[src/rtl/instr_issuer_pkg.sv]
// Shared definitions for the instruction issuer: opcodes, the queued command
// layout, FSM states and instruction word field positions.
package instr_issuer_pkg;

    // Opcode byte values as seen by the processor
    localparam logic [7:0] OP_AND   = 8'h00;
    localparam logic [7:0] OP_ADD   = 8'h01;
    localparam logic [7:0] OP_FETCH = 8'h02;
    localparam logic [7:0] OP_NOP   = 8'hFF;

    // Host encoding 3 is reserved: accepted on the handshake, then dropped
    localparam logic [1:0] ENC_OP_RSVD = 2'd3;

    // Instruction word field positions
    localparam int FIELD_W  = 8;
    localparam int OPC_LSB  = 24;
    localparam int DST_LSB  = 16;
    localparam int SRCB_LSB = 8;
    localparam int SRCA_LSB = 0;

    // One queued command, 26 bits
    typedef struct packed {
        logic [1:0] op;
        logic [7:0] dst;
        logic [7:0] src_b;
        logic [7:0] src_a;
    } cmd_t;

    localparam int CMD_W = $bits(cmd_t);

    typedef enum logic [1:0] {
        ST_IDLE   = 2'd0,
        ST_ISSUE  = 2'd1,
        ST_BUBBLE = 2'd2,
        ST_DRAIN  = 2'd3
    } state_t;

    // Real instruction word for a queued command
    function automatic logic [31:0] make_instr(input cmd_t c);
        logic [31:0] w;
        w = '0;
        w[OPC_LSB  +: FIELD_W] = {6'b0, c.op};
        w[DST_LSB  +: FIELD_W] = c.dst;
        w[SRCB_LSB +: FIELD_W] = c.src_b;
        w[SRCA_LSB +: FIELD_W] = c.src_a;
        return w;
    endfunction

    // Bubble word: ignored opcode that rewrites the last result in place
    function automatic logic [31:0] make_bubble(input logic [7:0] last_dst);
        logic [31:0] w;
        w = '0;
        w[OPC_LSB +: FIELD_W] = OP_NOP;
        w[DST_LSB +: FIELD_W] = last_dst;
        return w;
    endfunction

endpackage

[src/rtl/issue_fifo.sv]
// Command FIFO for the issuer: power-of-two depth, wrapping pointers,
// show-ahead read port, push-while-full allowed when popping the same cycle.
module issue_fifo #(
    parameter int DATA_W = 26,
    parameter int DEPTH  = 8,
    parameter int LVL_W  = 5
) (
    input  logic              clk,
    input  logic              rst_n,
    input  logic              push,
    input  logic [DATA_W-1:0] wdata,
    input  logic              pop,
    output logic [DATA_W-1:0] rdata,
    output logic              full,
    output logic              empty,
    output logic [LVL_W-1:0]  level
);

    localparam int PTR_W = $clog2(DEPTH);

    logic [DATA_W-1:0] mem [DEPTH];
    logic [PTR_W-1:0]  wr_ptr;
    logic [PTR_W-1:0]  rd_ptr;
    logic [LVL_W-1:0]  count;
    logic              push_ok;
    logic              pop_ok;

    assign full    = (count == LVL_W'(DEPTH));
    assign empty   = (count == '0);
    assign level   = count;
    assign rdata   = mem[rd_ptr];
    assign push_ok = push && (!full || pop);
    assign pop_ok  = pop && !empty;

    // Pointer and occupancy tracking; reset empties the queue at once
    always_ff @(posedge clk or negedge rst_n) begin
        if (!rst_n) begin
            wr_ptr <= '0;
            rd_ptr <= '0;
            count  <= '0;
        end else begin
            if (push_ok) wr_ptr <= wr_ptr + 1'b1;
            if (pop_ok)  rd_ptr <= rd_ptr + 1'b1;
            case ({push_ok, pop_ok})
                2'b10:   count <= count + 1'b1;
                2'b01:   count <= count - 1'b1;
                default: count <= count;
            endcase
        end
    end

    // Storage array; contents are meaningless once the pointers are reset
    always_ff @(posedge clk) begin
        if (push_ok) mem[wr_ptr] <= wdata;
    end

endmodule

[src/rtl/instr_issuer.sv]
// Instruction issuer: queues host commands and feeds them to the processor
// one per cycle, inserting a bubble on a FETCH-after-write hazard and
// draining two cycles before reporting done.
module instr_issuer
    import instr_issuer_pkg::*;
#(
    parameter int DEPTH = 8
) (
    input  logic        clk,
    input  logic        rst_n,
    input  logic        enc_valid,
    output logic        enc_ready,
    input  logic [1:0]  enc_op,
    input  logic [7:0]  enc_dst,
    input  logic [7:0]  enc_src_b,
    input  logic [7:0]  enc_src_a,
    input  logic        run,
    output logic [31:0] instr,
    output logic        busy,
    output logic        done,
    output logic [4:0]  level,
    output logic [7:0]  issued_cnt
);

    state_t            state;
    state_t            state_nxt;
    cmd_t              enc_cmd;
    cmd_t              head;
    logic [CMD_W-1:0]  head_bits;
    logic              fifo_full;
    logic              fifo_empty;
    logic              push;
    logic              pop;
    logic              hazard;
    logic              drain_last;
    logic              vld_p1;
    logic [7:0]        last_dst;
    logic [31:0]       instr_p1;

    assign enc_cmd   = cmd_t'({enc_op, enc_dst, enc_src_b, enc_src_a});
    assign head      = cmd_t'(head_bits);
    // A pop frees a slot in the same cycle, so a full queue can still take a push
    assign enc_ready = !fifo_full || pop;
    assign push      = enc_valid && enc_ready && (enc_op != ENC_OP_RSVD);
    // Only a real instruction in the output stage can cause a hazard
    assign hazard    = vld_p1 && (head.op == OP_FETCH[1:0]) && (head.src_a == last_dst);
    assign instr     = instr_p1;

    issue_fifo #(
        .DATA_W (CMD_W),
        .DEPTH  (DEPTH),
        .LVL_W  (5)
    ) u_fifo (
        .clk   (clk),
        .rst_n (rst_n),
        .push  (push),
        .wdata (enc_cmd),
        .pop   (pop),
        .rdata (head_bits),
        .full  (fifo_full),
        .empty (fifo_empty),
        .level (level)
    );

    // State register plus drain-cycle marker
    always_ff @(posedge clk or negedge rst_n) begin
        if (!rst_n) begin
            state      <= ST_IDLE;
            drain_last <= 1'b0;
        end else begin
            state      <= state_nxt;
            drain_last <= (state == ST_DRAIN);
        end
    end

    // Next-state, pop decision and status outputs
    always_comb begin
        state_nxt = state;
        pop       = 1'b0;
        busy      = 1'b0;
        done      = 1'b0;
        case (state)
            ST_IDLE: begin
                if (run && !fifo_empty) state_nxt = ST_ISSUE;
            end
            ST_ISSUE, ST_BUBBLE: begin
                busy = 1'b1;
                if (fifo_empty || !run) begin
                    state_nxt = ST_DRAIN;
                end else if (hazard) begin
                    state_nxt = ST_BUBBLE;
                end else begin
                    pop       = 1'b1;
                    state_nxt = ST_ISSUE;
                end
            end
            ST_DRAIN: begin
                busy = 1'b1;
                if (drain_last) begin
                    done      = 1'b1;
                    state_nxt = ST_IDLE;
                end
            end
            default: state_nxt = ST_IDLE;
        endcase
    end

    // Output stage p1: popped command or bubble word, last destination, count
    always_ff @(posedge clk or negedge rst_n) begin
        if (!rst_n) begin
            instr_p1   <= make_bubble(8'h00);
            vld_p1     <= 1'b0;
            last_dst   <= 8'h00;
            issued_cnt <= 8'h00;
        end else begin
            vld_p1 <= pop;
            if (pop) begin
                instr_p1   <= make_instr(head);
                last_dst   <= head.dst;
                issued_cnt <= issued_cnt + 8'd1;
            end else begin
                instr_p1   <= make_bubble(last_dst);
            end
        end
    end

endmodule

[config.mk]
export PLATFORM = sky130hd
export DESIGN_NAME = instr_issuer
export DESIGN_NICKNAME = d
export VERILOG_FILES = /design/src/rtl/instr_issuer_pkg.sv /design/src/rtl/issue_fifo.sv /design/src/rtl/instr_issuer.sv
export SDC_FILE = /design/constraint.sdc
export NUM_CORES = 1
export LEC_CHECK = 0
export CORE_AREA = 5 5 149 151
export CTS_CLUSTER_DIAMETER = 60
export CTS_CLUSTER_SIZE = 20
export DETAILED_ROUTE_END_ITERATION = 16
export DIE_AREA = 0 0 154 156
export HOLD_SLACK_MARGIN = 0.02
export PLACE_DENSITY = 0.74
export SLEW_MARGIN = 20
export SYNTH_ARGS = -nofsm -noshare
export SYNTH_HDL_FRONTEND = slang
export SYNTH_SLANG_ARGS = --single-unit
[constraint.sdc]
create_clock -name clk -period 5.76 [get_ports clk]
set_input_delay 0.864 -clock clk [delete_from_list [all_inputs] [get_ports clk]]
set_output_delay 0.864 -clock clk [all_outputs]
set_load 0.005 [all_outputs]
# ---- Word level (Yosys, flattened, before mapping)
# Memory sizes are Yosys's and may differ from the RTL's.
# Cells that the tools add are included.
dict set report totals {
  rom_bits 0
  latch_bits 0
  wordCells 59
  register_bits 63
  out_inout_bits 48
  ramBits 208
  n_memories 1
}
dict set report classes {
  order_cmp 0
  div_mod_pow 0
  n_reduce_logical 18
  shift 0
  n_bitwise 0
  n_mux 15
  n_addsub 5
  n_eq_ne 11
  n_mul 0
}
# memory depth width rd rd_clocked_by_memory_dff write_ports line_no
set mem_list {}
lappend mem_list {u_fifo.mem 8 26 1 0 1 issue_fifo.sv:21} ;# logic [DATA_W-1:0] mem [DEPTH];
# cell count
set ops {}
lappend ops {{32-bit two-way mux} 1}
lappend ops {{5-bit one-hot mux with 2 select lines} 1}
lappend ops {{8-bit by 1-bit adder with 8-bit output (second input constant)} 1}
lappend ops {{2-bit equality test (second input constant)} 4}
lappend ops {{8-bit equality test} 1}
lappend ops {{1-bit two-way mux} 8}
lappend ops {{2-bit two-way mux} 4}
lappend ops {{1-bit logical AND} 7}
lappend ops {{3-bit by 1-bit adder with 3-bit output (second input constant)} 2}
lappend ops {{2-bit != test (second input constant)} 3}
lappend ops {{2-bit one-hot mux with 3 select lines} 1}
lappend ops {{5-bit by 1-bit adder with 5-bit output (second input constant)} 1}
lappend ops {{5-bit by 4-bit equality test with 1-bit output (second input constant)} 1}
lappend ops {{5-bit zero test} 1}
lappend ops {{5-bit by 1-bit subtractor with 5-bit output (second input constant)} 1}
lappend ops {{2-bit by 1-bit equality test with 1-bit output (second input constant)} 2}
lappend ops {{1-bit zero test} 3}
lappend ops {{3-bit OR reduction} 1}
lappend ops {{2-bit zero test} 1}
lappend ops {{1-bit logical OR} 2}
lappend ops {{2-bit AND reduction} 1}
lappend ops {{2-bit nonzero test} 1}
lappend ops {{2-bit OR reduction} 1}

# ---- Logic depth before layout (Yosys ltp)
# An unclocked memory read counts as a cell.
dict set report logic_depth {
  word_depth 13
  mapped_depth 22
  ltp_nobuf 17
}

# ---- Modules after synthesis
# From an unflattened synthesis, not the netlist that was laid out.
dict set report unflattened {
  hier_cells 518
  hier_area_um2 10596.4
}
# module area_per_inst_um2 seq_area_each_um2 instances cells_per_inst
set by_module_without_submodules {}
lappend by_module_without_submodules {issue_fifo 8708.4 6521.3 1 375}
lappend by_module_without_submodules {instr_issuer 1888.1 1179.9 1 143}

# ---- Worst setup path after synthesis
# Ideal clock, no wire load.
dict set report synth_timing {
  path_type {reg-to-reg}
  from {register u_fifo.rd_ptr[1]}
  to {memory u_fifo.mem[0][0] (enable)}
  path_stages_with_launch 12
  t_required_ns 5.285
  arrival_ns 4.915
  n_path_buf 2
  synth_period_minus_slack_ns 5.390
  setup_ns 0.475
  setup_slack_ns 0.370
  path_cell_list {dfrtp_1 -> buf_6 -> mux4_2 -> mux2i_1 -> xor2_1 -> nand3_1 -> nor4_4 -> a211oi_4 -> inv_4 -> a31o_4 -> buf_8 -> nor4_1}
}
dict set report synth_via {
  elab_chain_len 13
  word_cells_on_any_way 14
}
# element line_no
set synth_rtl {}
lappend synth_rtl {{start: declaration} issue_fifo.sv:23} ;# logic [PTR_W-1:0] rd_ptr;
lappend synth_rtl {{start signal: assignment} issue_fifo.sv:43} ;# if (pop_ok) rd_ptr <= rd_ptr + 1'b1;
lappend synth_rtl {{memory 8 x 26 bit (*)} -}
lappend synth_rtl {{2-bit equality test} instr_issuer.sv:46} ;# assign hazard = vld_p1 && (head.op == OP_FETCH[1:0]) && (head.src_a == last_dst);
lappend synth_rtl {{1-bit logical AND} instr_issuer.sv:46}
lappend synth_rtl {{1-bit logical AND (*)} instr_issuer.sv:46}
lappend synth_rtl {{1-bit two-way mux (*)} instr_issuer.sv:90} ;# end else if (hazard) begin
lappend synth_rtl {{1-bit two-way mux (*)} instr_issuer.sv:88} ;# if (fifo_empty || !run) begin
lappend synth_rtl {{1-bit two-way mux (*)} instr_issuer.sv:82} ;# case (state)
lappend synth_rtl {{1-bit logical OR (*)} {issue_fifo.sv:32, instr_issuer.sv:43}}
lappend synth_rtl {{1-bit logical AND (2 in a row)} instr_issuer.sv:44} ;# assign push = enc_valid && enc_ready && (enc_op != ENC_OP_RSVD);
lappend synth_rtl {{1-bit logical AND (*)} issue_fifo.sv:32} ;# assign push_ok = push && (!full || pop);
lappend synth_rtl {{1-bit two-way mux (*)} issue_fifo.sv:54} ;# if (push_ok) mem[wr_ptr] <= wdata;
lappend synth_rtl {{1-bit two-way mux (not written as such) (*)} issue_fifo.sv:54}
lappend synth_rtl {{end: declaration} issue_fifo.sv:21}
# Every way passes the cells marked *; elsewhere a longest branch is shown, timed or not.

# ---- Worst setup path after layout
dict set report layout_timing {
  from {register u_fifo.rd_ptr[0]}
  to {output enc_ready}
}
dict set report layout_via {
  elab_chain_len 8
  word_cells_on_any_way 9
}
# element line_no
set layout_rtl {}
lappend layout_rtl {{memory 8 x 26 bit (*)} -}
lappend layout_rtl {{2-bit equality test} instr_issuer.sv:46}
lappend layout_rtl {{1-bit logical AND} instr_issuer.sv:46}
lappend layout_rtl {{1-bit logical AND (*)} instr_issuer.sv:46}
lappend layout_rtl {{1-bit two-way mux (*)} instr_issuer.sv:90}
lappend layout_rtl {{1-bit two-way mux (*)} instr_issuer.sv:88}
lappend layout_rtl {{1-bit two-way mux (*)} instr_issuer.sv:82}
lappend layout_rtl {{1-bit logical OR (*)} instr_issuer.sv:43} ;# assign enc_ready = !fifo_full || pop;
lappend layout_rtl {{end: declaration} instr_issuer.sv:12} ;# output logic enc_ready,
# Marks and branches as above.

==> flow_summary.ini <==
[synthesis]
ys_seq_area_share_pct = 73.2
synth.distinct_cells = 55
yosys_warnings = 0
avgSynthCellArea_um2 = 18.7
synth_nets = 601
synth_edf_count = 208
synthArstFlopShare_pct = 21.8
syn_area_um2 = 10500
syn_inst = 562
synth_top_flop_cell = edfxtp_1
ys_ff_latch = 266

[setup_path]
crit_start = u_fifo.rd_ptr[0]
cp.required_ps = 4900
rr_startpoint = u_fifo.rd_ptr[0]
startpoint_type = flip-flop
cp.arrival_ps = 4410
critPathKind = flip-flop to output port
endpoint_kind = output port
cp_max_fo = 49

[clocking]
clk_path_buf_depth = 3
cts.repair.resized = 0
cts_inserted_buffers = 18
cts_hold_buf = 0
cts_setup_buffers = 0
cts-root-buf = clkbuf_16
cts.reportedPaths.clkPinSlew_ps = 80
clk_latency_ps = 500
cts_tree = yes
clkSinkCount = 266
h-tree-depth = 1

[placed_design]
place.gp.congestion = 0.758
dp_hpwl_um = 11700
dp_cells = 896
portBuffers = 77
dpl-instance-area_um2 = 11500

[final_layout]
fillers = 1540
drive_above_1_share_pct = 16.4
regArea_um2 = 7710
area_growth_pct = 14.9
antenna_cells = 0
final_area_um2 = 12100
stdcell_count = 928
multi_input_area_um2 = 2550
layout.nets = 680

[sta]
rsz0062_at_grt = no
max_slew.worst_pin.slew_ps = 1030
hold_viol_final = 0
setup_viol = 0
maxSlewHeadroom_pct = 31.5
fmax_ghz = 0.190
slew_violations = 0
fin_crit_sh_pct = 91.6
fin_skew_ps = 16.7
post-route-min-period_ps = 5270
finalSetupTns_ps = 0

[min_path]
worstHoldPathType = flip-flop to flip-flop
min_from = issued_cnt[7]

[floorplanning]
die_h_um = 156
rows = 53
initial_core_util_pct = 50.9
core_um2 = 20700
dieArea_um2 = 24000
fp.dieW_um = 154
pin_count = 78

[global_routing]
grt_util_all_layers_pct = 16.5
grt_pass1_wl_um = 30800
grt_max_degree = 59
first_global_vias = 5348
grt_overflow = 0
antenna_found_initial = 0

[status]
status = completed

[routing]
dr.pass1.iters = 4
num_vias = 5116
wl_per_cell_um = 21.1
viasPerCell = 5.51
drc_errors = 0
drt_iter0_markers = 340
drt-total-wl_um = 19600
ant_nets = 0

[pwr]
power_density_nw_per_um2 = 491
vdd_drop_max_mv = 0.242
p_leak_nw = 4.27
power.total_mw = 5.93

[run]
cap_violations = 0
## cell type report
type                            count  area share (%)
Sequential cell                   266            63.7
Tap cell                          275            2.85
Clock buffer                       28            4.29
Clock inverter                      4           0.517
Inverter                           10           0.331
Timing Repair Buffer               90            7.14
Multi-Input combinational cell    255            21.1
## critical path, cell delays in order (launching register included)
cell             delay [ps]
dfrtp_4                 990
mux4_2                  640
nor3b_2                 190
a21oi_1                  80
nor4_2                  590
a211oi_4                220
inv_4                    90
buf_4                   450
nand3_1                 150
clkdlybuf4s50_1         490
## stage by stage
stage | utilization (%) | setup slack [ps] | hold WS [ps]
global route | 58.4 | 160 | 522
global placement | 55.6 | 1110 | 460
finish | 58.4 | 486 | 494
floorplan | - | 370 | 465
CTS | 58.4 | 410 | 501
detailed placement | 55.6 | 979 | 486
## per-layer routing
layer / wire [um] / part of all wire, % / global-route usage (%) / vias to the layer above
met5: 0 / 0 / 0 / -
met4: 261 / 1.3 / 3.78 / 0
met3: 1220 / 6.2 / 3.05 / 26
met2: 9940 / 51 / 28.1 / 133
met1: 8140 / 42 / 22.5 / 2633
li1: - / - / - / 2324
## state kept, by name, summed over array words and instances (netlist names)
signal,flops
u_fifo.rd_ptr,3
issued_cnt,8
last_dst,8
drain_last,1
state,2
u_fifo.mem,208
instr,27
u_fifo.wr_ptr,3
vld_p1,1
u_fifo.level,5
## final timing paths
kind / cells after the start / slack (ps) / endpoint
worst min register to register: 1 / 490 / issued_cnt[7]
min in group asynchronous: 2 / 520 / u_fifo.level[3]
worst min-delay path: 1 / 490 / issued_cnt[7]
max in group asynchronous: 2 / 4630 / u_fifo.rd_ptr[0]
worst max-delay path: 9 / 490 / enc_ready
worst max register to register: 16 / 1010 / u_fifo.level[4]
## layout by cell type, fill, tap and decap left out, types with 2 or more instances in the layout
| master | instances |
|---|---|
| dfrtp_2 | 2 |
| nor2_1 | 19 |
| mux2_2 | 3 |
| a22o_1 | 3 |
| nand2_1 | 33 |
| clkbuf_16 | 19 |
| buf_4 | 13 |
| dfrtp_1 | 52 |
| mux4_2 | 37 |
| a22oi_1 | 9 |
| and2_2 | 2 |
| nor2b_1 | 4 |
| nor4_2 | 2 |
| dfstp_2 | 3 |
| nand3_1 | 9 |
| inv_1 | 9 |
| xnor2_1 | 11 |
| edfxtp_1 | 208 |
| xor2_1 | 10 |
| nand3b_1 | 2 |
| a21oi_1 | 7 |
| o21ai_0 | 12 |
| clkbuf_1 | 8 |
| ha_1 | 9 |
| nor2_2 | 2 |
| clkdlybuf4s50_1 | 76 |
| nor4b_4 | 3 |
| xnor2_2 | 3 |
| mux2i_1 | 47 |
| and2b_2 | 2 |
| nor3_1 | 4 |
| nor4_1 | 3 |
## cell usage after synthesis, types with 4 or more instances
cell      instances  area (um^2)
nor3_1            5         25.0
xnor2_1          11         96.3
nand2_1          33          124
nor2_1           21         78.8
xor2_1           10         87.6
a22oi_1           9         67.6
buf_1             4         15.0
mux4_2           37          833
nand3_1           9         45.0
inv_1             9         33.8
dfrtp_1          55         1380
o21ai_0          12         60.1
nor2b_1           4         25.0
a21oi_1           7         35.0
nor4_1            4         25.0
mux2i_1          47          470
clkbuf_1          5         18.8
ha_1              9          113
buf_4             8         60.1
edfxtp_1        208         6250
## logic make-up after synthesis
group	after synthesis	synth area share, %
flip-flops	266	73.2
AND/OR/NAND/NOR	94	5.03
multiplexers	88	13.0
buffers and inverters	41	2.89
AO/OA/AOI/OAI	40	2.69
XOR/XNOR	24	2.21
adder cells (fa/ha/maj)	9	1.07
## power by group
| part | internal [mW] | leakage [nW] | switching (mW) |
|---|---|---|---|
| Clock | 0.681 | 0.277 | 0.613 |
| Sequential | 2.45 | 2.60 | 0.394 |
| Combinational | 0.979 | 1.40 | 0.817 |
| Total | 4.11 | 4.27 | 1.82 |
(Power assumes the default switching activity.)
